**src/rtl/instr_encoder_if.sv**
```systemverilog
// instr_encoder_if: descriptor handshake, memory write port and status between loader and encoder.
interface instr_encoder_if #(parameter int ADDR_WIDTH = 8);
  logic                  clear;
  logic                  in_valid;
  logic                  in_ready;
  logic [2:0]            format;
  logic [6:0]            opcode;
  logic [2:0]            funct3;
  logic [6:0]            funct7;
  logic [4:0]            rd;
  logic [4:0]            rs1;
  logic [4:0]            rs2;
  logic [31:0]           imm;
  logic                  mem_write;
  logic [ADDR_WIDTH-1:0] mem_addr;
  logic [31:0]           mem_wdata;
  logic                  mem_ack;
  logic [ADDR_WIDTH:0]   count;
  logic                  full;
  logic                  error;
  modport master (
    output clear, in_valid, format, opcode, funct3, funct7, rd, rs1, rs2, imm, mem_ack,
    input  in_ready, mem_write, mem_addr, mem_wdata, count, full, error
  );
  modport slave (
    input  clear, in_valid, format, opcode, funct3, funct7, rd, rs1, rs2, imm, mem_ack,
    output in_ready, mem_write, mem_addr, mem_wdata, count, full, error
  );
endinterface

```
**src/rtl/instr_encoder.sv**
```systemverilog
// instr_encoder: packs RV32IM field descriptors into instruction words and writes them sequentially to memory.
module instr_encoder #(
  parameter int ADDR_WIDTH = 8,
  parameter int DEPTH      = 256
) (
  input logic           clk,
  input logic           reset,
  instr_encoder_if.slave bus
);
  typedef enum logic [1:0] {IDLE, ENCODE, WRITE, STOP} state_t;
  localparam logic [ADDR_WIDTH:0] depth_w = (ADDR_WIDTH+1)'(DEPTH);
  state_t state, state_n;
  logic [2:0] fmt, f3;
  logic [6:0] op, f7;
  logic [4:0] rd, rs1, rs2;
  logic [31:0] imm, word;
  logic legal, accept, idle_clear;
  logic fits12, fits13, fits21;
  logic [ADDR_WIDTH:0] count_n;
  assign accept     = state == IDLE && bus.in_valid && !bus.clear;
  assign idle_clear = (state == IDLE || state == STOP) && bus.clear;
  assign count_n    = bus.count + 1'b1;
  // Range checks reduce to "upper bits are a sign extension of the field's top bit".
  assign fits12 = imm[31:11] == {21{imm[11]}};
  assign fits13 = imm[31:12] == {20{imm[12]}};
  assign fits21 = imm[31:20] == {12{imm[20]}};
  always_comb begin
    word  = '0;
    legal = 1'b0;
    case (fmt)
      3'd0: begin
        word  = {f7, rs2, rs1, f3, rd, op};
        legal = 1'b1;
      end
      3'd1: begin
        word  = {imm[11:0], rs1, f3, rd, op};
        legal = fits12;
      end
      3'd2: begin
        word  = {f7, imm[4:0], rs1, f3, rd, op};
        legal = imm[31:5] == '0;
      end
      3'd3: begin
        word  = {imm[11:5], rs2, rs1, f3, imm[4:0], op};
        legal = fits12;
      end
      3'd4: begin
        word  = {imm[12], imm[10:5], rs2, rs1, f3, imm[4:1], imm[11], op};
        legal = fits13 && !imm[0];
      end
      3'd5: begin
        word  = {imm[20], imm[10:1], imm[11], imm[19:12], rd, op};
        legal = fits21 && !imm[0];
      end
      3'd6: begin
        word  = {imm[31:12], rd, op};
        legal = imm[11:0] == '0;
      end
      default: begin
        word  = '0;
        legal = 1'b0;
      end
    endcase
  end
  always_comb begin
    state_n = state;
    case (state)
      IDLE:    state_n = accept ? ENCODE : IDLE;
      ENCODE:  state_n = legal ? WRITE : IDLE;
      WRITE:   state_n = !bus.mem_ack ? WRITE : count_n == depth_w ? STOP : IDLE;
      STOP:    state_n = bus.clear ? IDLE : STOP;
      default: state_n = IDLE;
    endcase
  end
  always_ff @(posedge clk) begin
    if (accept) begin
      fmt <= bus.format;
      op  <= bus.opcode;
      f3  <= bus.funct3;
      f7  <= bus.funct7;
      rd  <= bus.rd;
      rs1 <= bus.rs1;
      rs2 <= bus.rs2;
      imm <= bus.imm;
    end
  end
  always_ff @(posedge clk) begin
    if (reset) begin
      state         <= IDLE;
      bus.in_ready  <= 1'b0;
      bus.mem_write <= 1'b0;
      bus.mem_addr  <= '0;
      bus.mem_wdata <= '0;
      bus.count     <= '0;
      bus.full      <= 1'b0;
      bus.error     <= 1'b0;
    end else begin
      state         <= state_n;
      bus.in_ready  <= state_n == IDLE;
      bus.mem_write <= state_n == WRITE;
      bus.full      <= state_n == STOP;
      if (state == ENCODE && legal) begin
        bus.mem_wdata <= word;
        bus.mem_addr  <= bus.count[ADDR_WIDTH-1:0];
      end
      if (state == WRITE && bus.mem_ack) bus.count <= count_n;
      if (state == ENCODE && !legal) bus.error <= 1'b1;
      if (idle_clear) begin
        bus.count <= '0;
        bus.error <= 1'b0;
      end
    end
  end
endmodule

```
**src/flat_wrapper.sv**
```systemverilog
// flat-port wrapper written by rule: the top's interface ports become plain ports
module instr_encoder_flat 
#(
  parameter int ADDR_WIDTH = 8,
  parameter int DEPTH      = 256
)
  (clk, reset, bus_clear, bus_in_valid, bus_format, bus_opcode, bus_funct3, bus_funct7, bus_rd, bus_rs1, bus_rs2, bus_imm, bus_mem_ack, bus_in_ready, bus_mem_write, bus_mem_addr, bus_mem_wdata, bus_count, bus_full, bus_error);
  instr_encoder_if #(.ADDR_WIDTH(ADDR_WIDTH)) bus_i ();
  input logic clk;
  input logic reset;
  input wire logic [$bits(bus_i.clear)-1:0] bus_clear;
  input wire logic [$bits(bus_i.in_valid)-1:0] bus_in_valid;
  input wire logic [$bits(bus_i.format)-1:0] bus_format;
  input wire logic [$bits(bus_i.opcode)-1:0] bus_opcode;
  input wire logic [$bits(bus_i.funct3)-1:0] bus_funct3;
  input wire logic [$bits(bus_i.funct7)-1:0] bus_funct7;
  input wire logic [$bits(bus_i.rd)-1:0] bus_rd;
  input wire logic [$bits(bus_i.rs1)-1:0] bus_rs1;
  input wire logic [$bits(bus_i.rs2)-1:0] bus_rs2;
  input wire logic [$bits(bus_i.imm)-1:0] bus_imm;
  input wire logic [$bits(bus_i.mem_ack)-1:0] bus_mem_ack;
  output wire logic [$bits(bus_i.in_ready)-1:0] bus_in_ready;
  output wire logic [$bits(bus_i.mem_write)-1:0] bus_mem_write;
  output wire logic [$bits(bus_i.mem_addr)-1:0] bus_mem_addr;
  output wire logic [$bits(bus_i.mem_wdata)-1:0] bus_mem_wdata;
  output wire logic [$bits(bus_i.count)-1:0] bus_count;
  output wire logic [$bits(bus_i.full)-1:0] bus_full;
  output wire logic [$bits(bus_i.error)-1:0] bus_error;
  assign bus_i.clear = bus_clear;
  assign bus_i.in_valid = bus_in_valid;
  assign bus_i.format = bus_format;
  assign bus_i.opcode = bus_opcode;
  assign bus_i.funct3 = bus_funct3;
  assign bus_i.funct7 = bus_funct7;
  assign bus_i.rd = bus_rd;
  assign bus_i.rs1 = bus_rs1;
  assign bus_i.rs2 = bus_rs2;
  assign bus_i.imm = bus_imm;
  assign bus_i.mem_ack = bus_mem_ack;
  assign bus_in_ready = bus_i.in_ready;
  assign bus_mem_write = bus_i.mem_write;
  assign bus_mem_addr = bus_i.mem_addr;
  assign bus_mem_wdata = bus_i.mem_wdata;
  assign bus_count = bus_i.count;
  assign bus_full = bus_i.full;
  assign bus_error = bus_i.error;
  instr_encoder #(.ADDR_WIDTH(ADDR_WIDTH), .DEPTH(DEPTH)) u_core (.clk(clk), .reset(reset), .bus(bus_i));
endmodule
```
**config.mk**
```make
export PLATFORM = sky130hd
export DESIGN_NAME = instr_encoder_flat
export DESIGN_NICKNAME = d
export VERILOG_FILES = /design/src/rtl/instr_encoder_if.sv /design/src/rtl/instr_encoder.sv /design/src/flat_wrapper.sv
export SDC_FILE = /design/constraint.sdc
export NUM_CORES = 1
export LEC_CHECK = 0
export CORE_MARGIN = 4
export CORE_UTILIZATION = 45
export CTS_CLUSTER_DIAMETER = 30
export DETAILED_ROUTE_END_ITERATION = 8
export HOLD_SLACK_MARGIN = 0.03
export PLACE_DENSITY = 0.75
export SETUP_SLACK_MARGIN = 0.3
export SYNTH_ARGS = -nofsm -noshare
export SYNTH_HDL_FRONTEND = slang
export SYNTH_SLANG_ARGS = --single-unit
```
**constraint.sdc**
```tcl
create_clock -name clk -period 6.47 [get_ports clk]
set_clock_uncertainty 0.05 [all_clocks]
set_input_delay 1.294 -clock clk [delete_from_list [all_inputs] [get_ports clk]]
set_output_delay 1.294 -clock clk [all_outputs]
set_load 0.005 [all_outputs]
```
==> summary.txt <==
GRT
  • First-pass GRT wire length: 22800 um
  • Total Routing Usage GR: 20.5%
  • Grt ovf: 0
  • Pin count of the biggest net entering global routing: 69
  • Initial antenna violation count: 0
  • Vias in the first global route: 4450

Floorplan
  • DIE AREA: 0.0139 sq mm
  • Initial Utilization: 46.8%
  • Die H: 118 um
  • Rows: 39
  • Top Ports: 125
  • Core area: 0.0116 sq mm
  • Chip width: 118 um

Setup path
  • Crit start category: flip-flop
  • Slowest CP cell: edfxtp_1
  • RR Endpoint: u_core.bus.mem_write$_SDFF_PP0_
  • WP data arrival: 4.14 ns
  • Largest stage delay on the critical path: 0.77 ns
  • Setup crit end kind: flip-flop
  • Reg2reg setup slack: 2.57 ns
  • WS Path Type: flip-flop to flip-flop
  • Cell chain of the critical path: clkinv_1 > nor2_2 > a31oi_1 > o211ai_1 > buf_4 > nand2_1 > o311a_1
  • CP Max Fanout: 23
  • Setup crit start: u_core.fmt[2]$_DFFE_PP_
  • Reg-to-reg startpoint: u_core.fmt[2]$_DFFE_PP_
  • R2R depth: 7
  • Critical Path RT: 6.71 ns

STA
  • Min Tclk post-route: 3.90 ns
  • Fin Hold WS: 0.416 ns
  • Final Setup Violations: 0
  • RSZ-0062 raised after global routing: false
  • Peak Freq: 256 MHz
  • Fin worst setup slack: 2.57 ns
  • Fin crit share: 60.3%
  • Setup TNS Final: 0 ns
  • Final number of hold-violating endpoints: 0
  • Max-slew violations: 0
  • Max transition margin: 13.0%
  • Worst-Margin Slew: 1.31 ns

Route
  • Drt first pass iters: 6
  • DR WL/cell: 18.8 um
  • Vias per inst: 5.90
  • WL final: 14500 um
  • Vias: 4563
  • Detailed-route DRC error count: 0
  • Post-DRT Antenna Nets: 0
  • Initial drt markers: 618

Yosys
  • Cell area after synthesis: 0.00543 sq mm
  • Top cell type's share of synthesized area: 37.0%
  • Syn_area_per_cell: 10.7 sq um
  • Yosys warns: 0
  • Top post-synthesis cells by area: edfxtp_1, dfxtp_1, a21oi_1, a211oi_2, nand3_1
  • Yosys cell types: 55
  • Sequential area share after synthesis: 57.3%
  • Dominant synthesized flop cell: edfxtp_1
  • Synth Register Bits: 122
  • Post-synthesis cell count: 507
  • Most frequent cell after synthesis: edfxtp_1
  • Syn Nets: 586
  • Synth area leader: edfxtp_1
  • Async set or reset register ratio after synthesis: 0%
  • Synth cell count leaders: edfxtp_1, dfxtp_1, a21oi_1
  • Number of synthesized flops with an enable pin: 67

Place
  • Placed cells: 741
  • Hpwl dp: 10100 um
  • Setup WS pre-CTS: 2.69 ns
  • Gpl congestion: 0.915
  • Dpl cell area: 0.00672 sq mm
  • Port buffer count: 124

Power
  • VDD IR max: 0.182 mV
  • P per Cell Area: 255 mW/mm^2
  • Leakage: 2.48 nW
  • Tot Pwr: 1.85 mW

Hold path
  • Worst Hold Depth: 2
  • Hold endpoint: u_core.bus.mem_wdata[2]$_SDFFE_PP0P_
  • Min-delay worst type: flip-flop to flip-flop
  • Min-delay src: u_core.bus.mem_wdata[2]$_SDFFE_PP0P_

Clock tree
  • Clock Path Buffers: 2
  • H-tree levels: 4
  • CTS tree: yes
  • CTS Sinks: 122
  • Num CTS Buffers: 17
  • Root buffer cell: clkbuf_16
  • Setup Fix Bufs, Post-CTS: 0
  • Hold_buf cts: 0
  • Reg clk slew, reported paths: 0.06 ns
  • Clk Latency, worst-skew pair: 0.41 ns
  • Post_cts resized: 0

Run
  • Max cap viols: 0

Finish
  • Final Non-Filler Cells: 773
  • # fillers: 939
  • Sequential Area: 0.00311 sq mm
  • Util after Layout: 62.6%
  • Ant diodes: 0
  • Layout cells sized above 1: 10.0%
  • P&R area growth vs syn: 33.9%
  • Post-route cell area: 0.00727 sq mm
  • Final Net Count: 696
  • Area occupied by multi-input gates: 0.00211 sq mm

Outcome
  • Outcome: finished clean
placed cells by master, fill, tap and decap left out, types with 12 or more instances in the layout:
cell type and count:
clkbuf_16 18, nand2_1 28, o21ai_0 25, clkdlybuf4s50_1 123, nor2b_1 16, nor3_1 26
dfxtp_1 55, edfxtp_1 67, inv_1 12, a21oi_1 51, nor2_1 31, nand3_1 29
a211oi_2 18
worst max path at each step:
| stage | end | slack [ns] | cells past startpoint |
|---|---|---|---|
| floorplan | u_core.bus.mem_write$_SDFF_PP0_ | 1.52 | 5 |
| global placement | u_core.bus.mem_write$_SDFF_PP0_ | 2.75 | 7 |
| detailed placement | u_core.bus.mem_write$_SDFF_PP0_ | 2.69 | 7 |
| CTS | u_core.bus.mem_write$_SDFF_PP0_ | 2.66 | 7 |
| global route | u_core.bus.mem_write$_SDFF_PP0_ | 2.24 | 7 |
| finish | u_core.bus.mem_write$_SDFF_PP0_ | 2.57 | 7 |
power breakdown:
part | switching (mW) | internal (mW)
clock | 0.346 | 0.524
sequential | 0.0227 | 0.844
combinational | 0.0548 | 0.0632
registers in the layout, indices dropped and copies added, names as in the netlist:
| signal | cells |
|---|---|
| u_core.bus.count | 9 |
| u_core.fmt | 3 |
| u_core.op | 7 |
| u_core.bus.error | 1 |
| u_core.rs2 | 5 |
| u_core.bus.full | 1 |
| u_core.bus.in_ready | 1 |
| u_core.imm | 32 |
| u_core.rd | 5 |
| u_core.f7 | 7 |
| u_core.f3 | 3 |
| u_core.state | 2 |
| u_core.bus.mem_wdata | 32 |
| u_core.bus.mem_addr | 8 |
| u_core.bus.mem_write | 1 |
| u_core.rs1 | 5 |
worst max-delay path: cells and delay by family (launching register included):
kind	cells	cell delay [ns]
buffers and inverters	2	0.95
and+or+nand+nor	2	1.14
AOI/OAI and AO/OA	3	0.86
DFF	1	0.77
per-layer routing:
layer	global-route usage (%)	routed length [um]
met2	34.1	7120
met3	5.72	1230
met1	25.6	5970
met5	0	0
met4	6.96	189
layout make-up:
cell class	instances	area share [%]
well taps	143	2.46
clock inverters	13	1.24
clock buffers	19	6.38
repair buffers	128	17.4
multi-input cells	335	29.0
flip-flops and latches	122	42.8
inverters	13	0.671
cell families after synthesis:
group	synth area share (%)
mux	0.184
xor+xnor	1.29
compound gates	19.5
flops	57.3
fa+ha+maj	1.61
simple gates	16.0
buf+inv	4.08
Note: power is estimated with default switching activity, not from simulation.
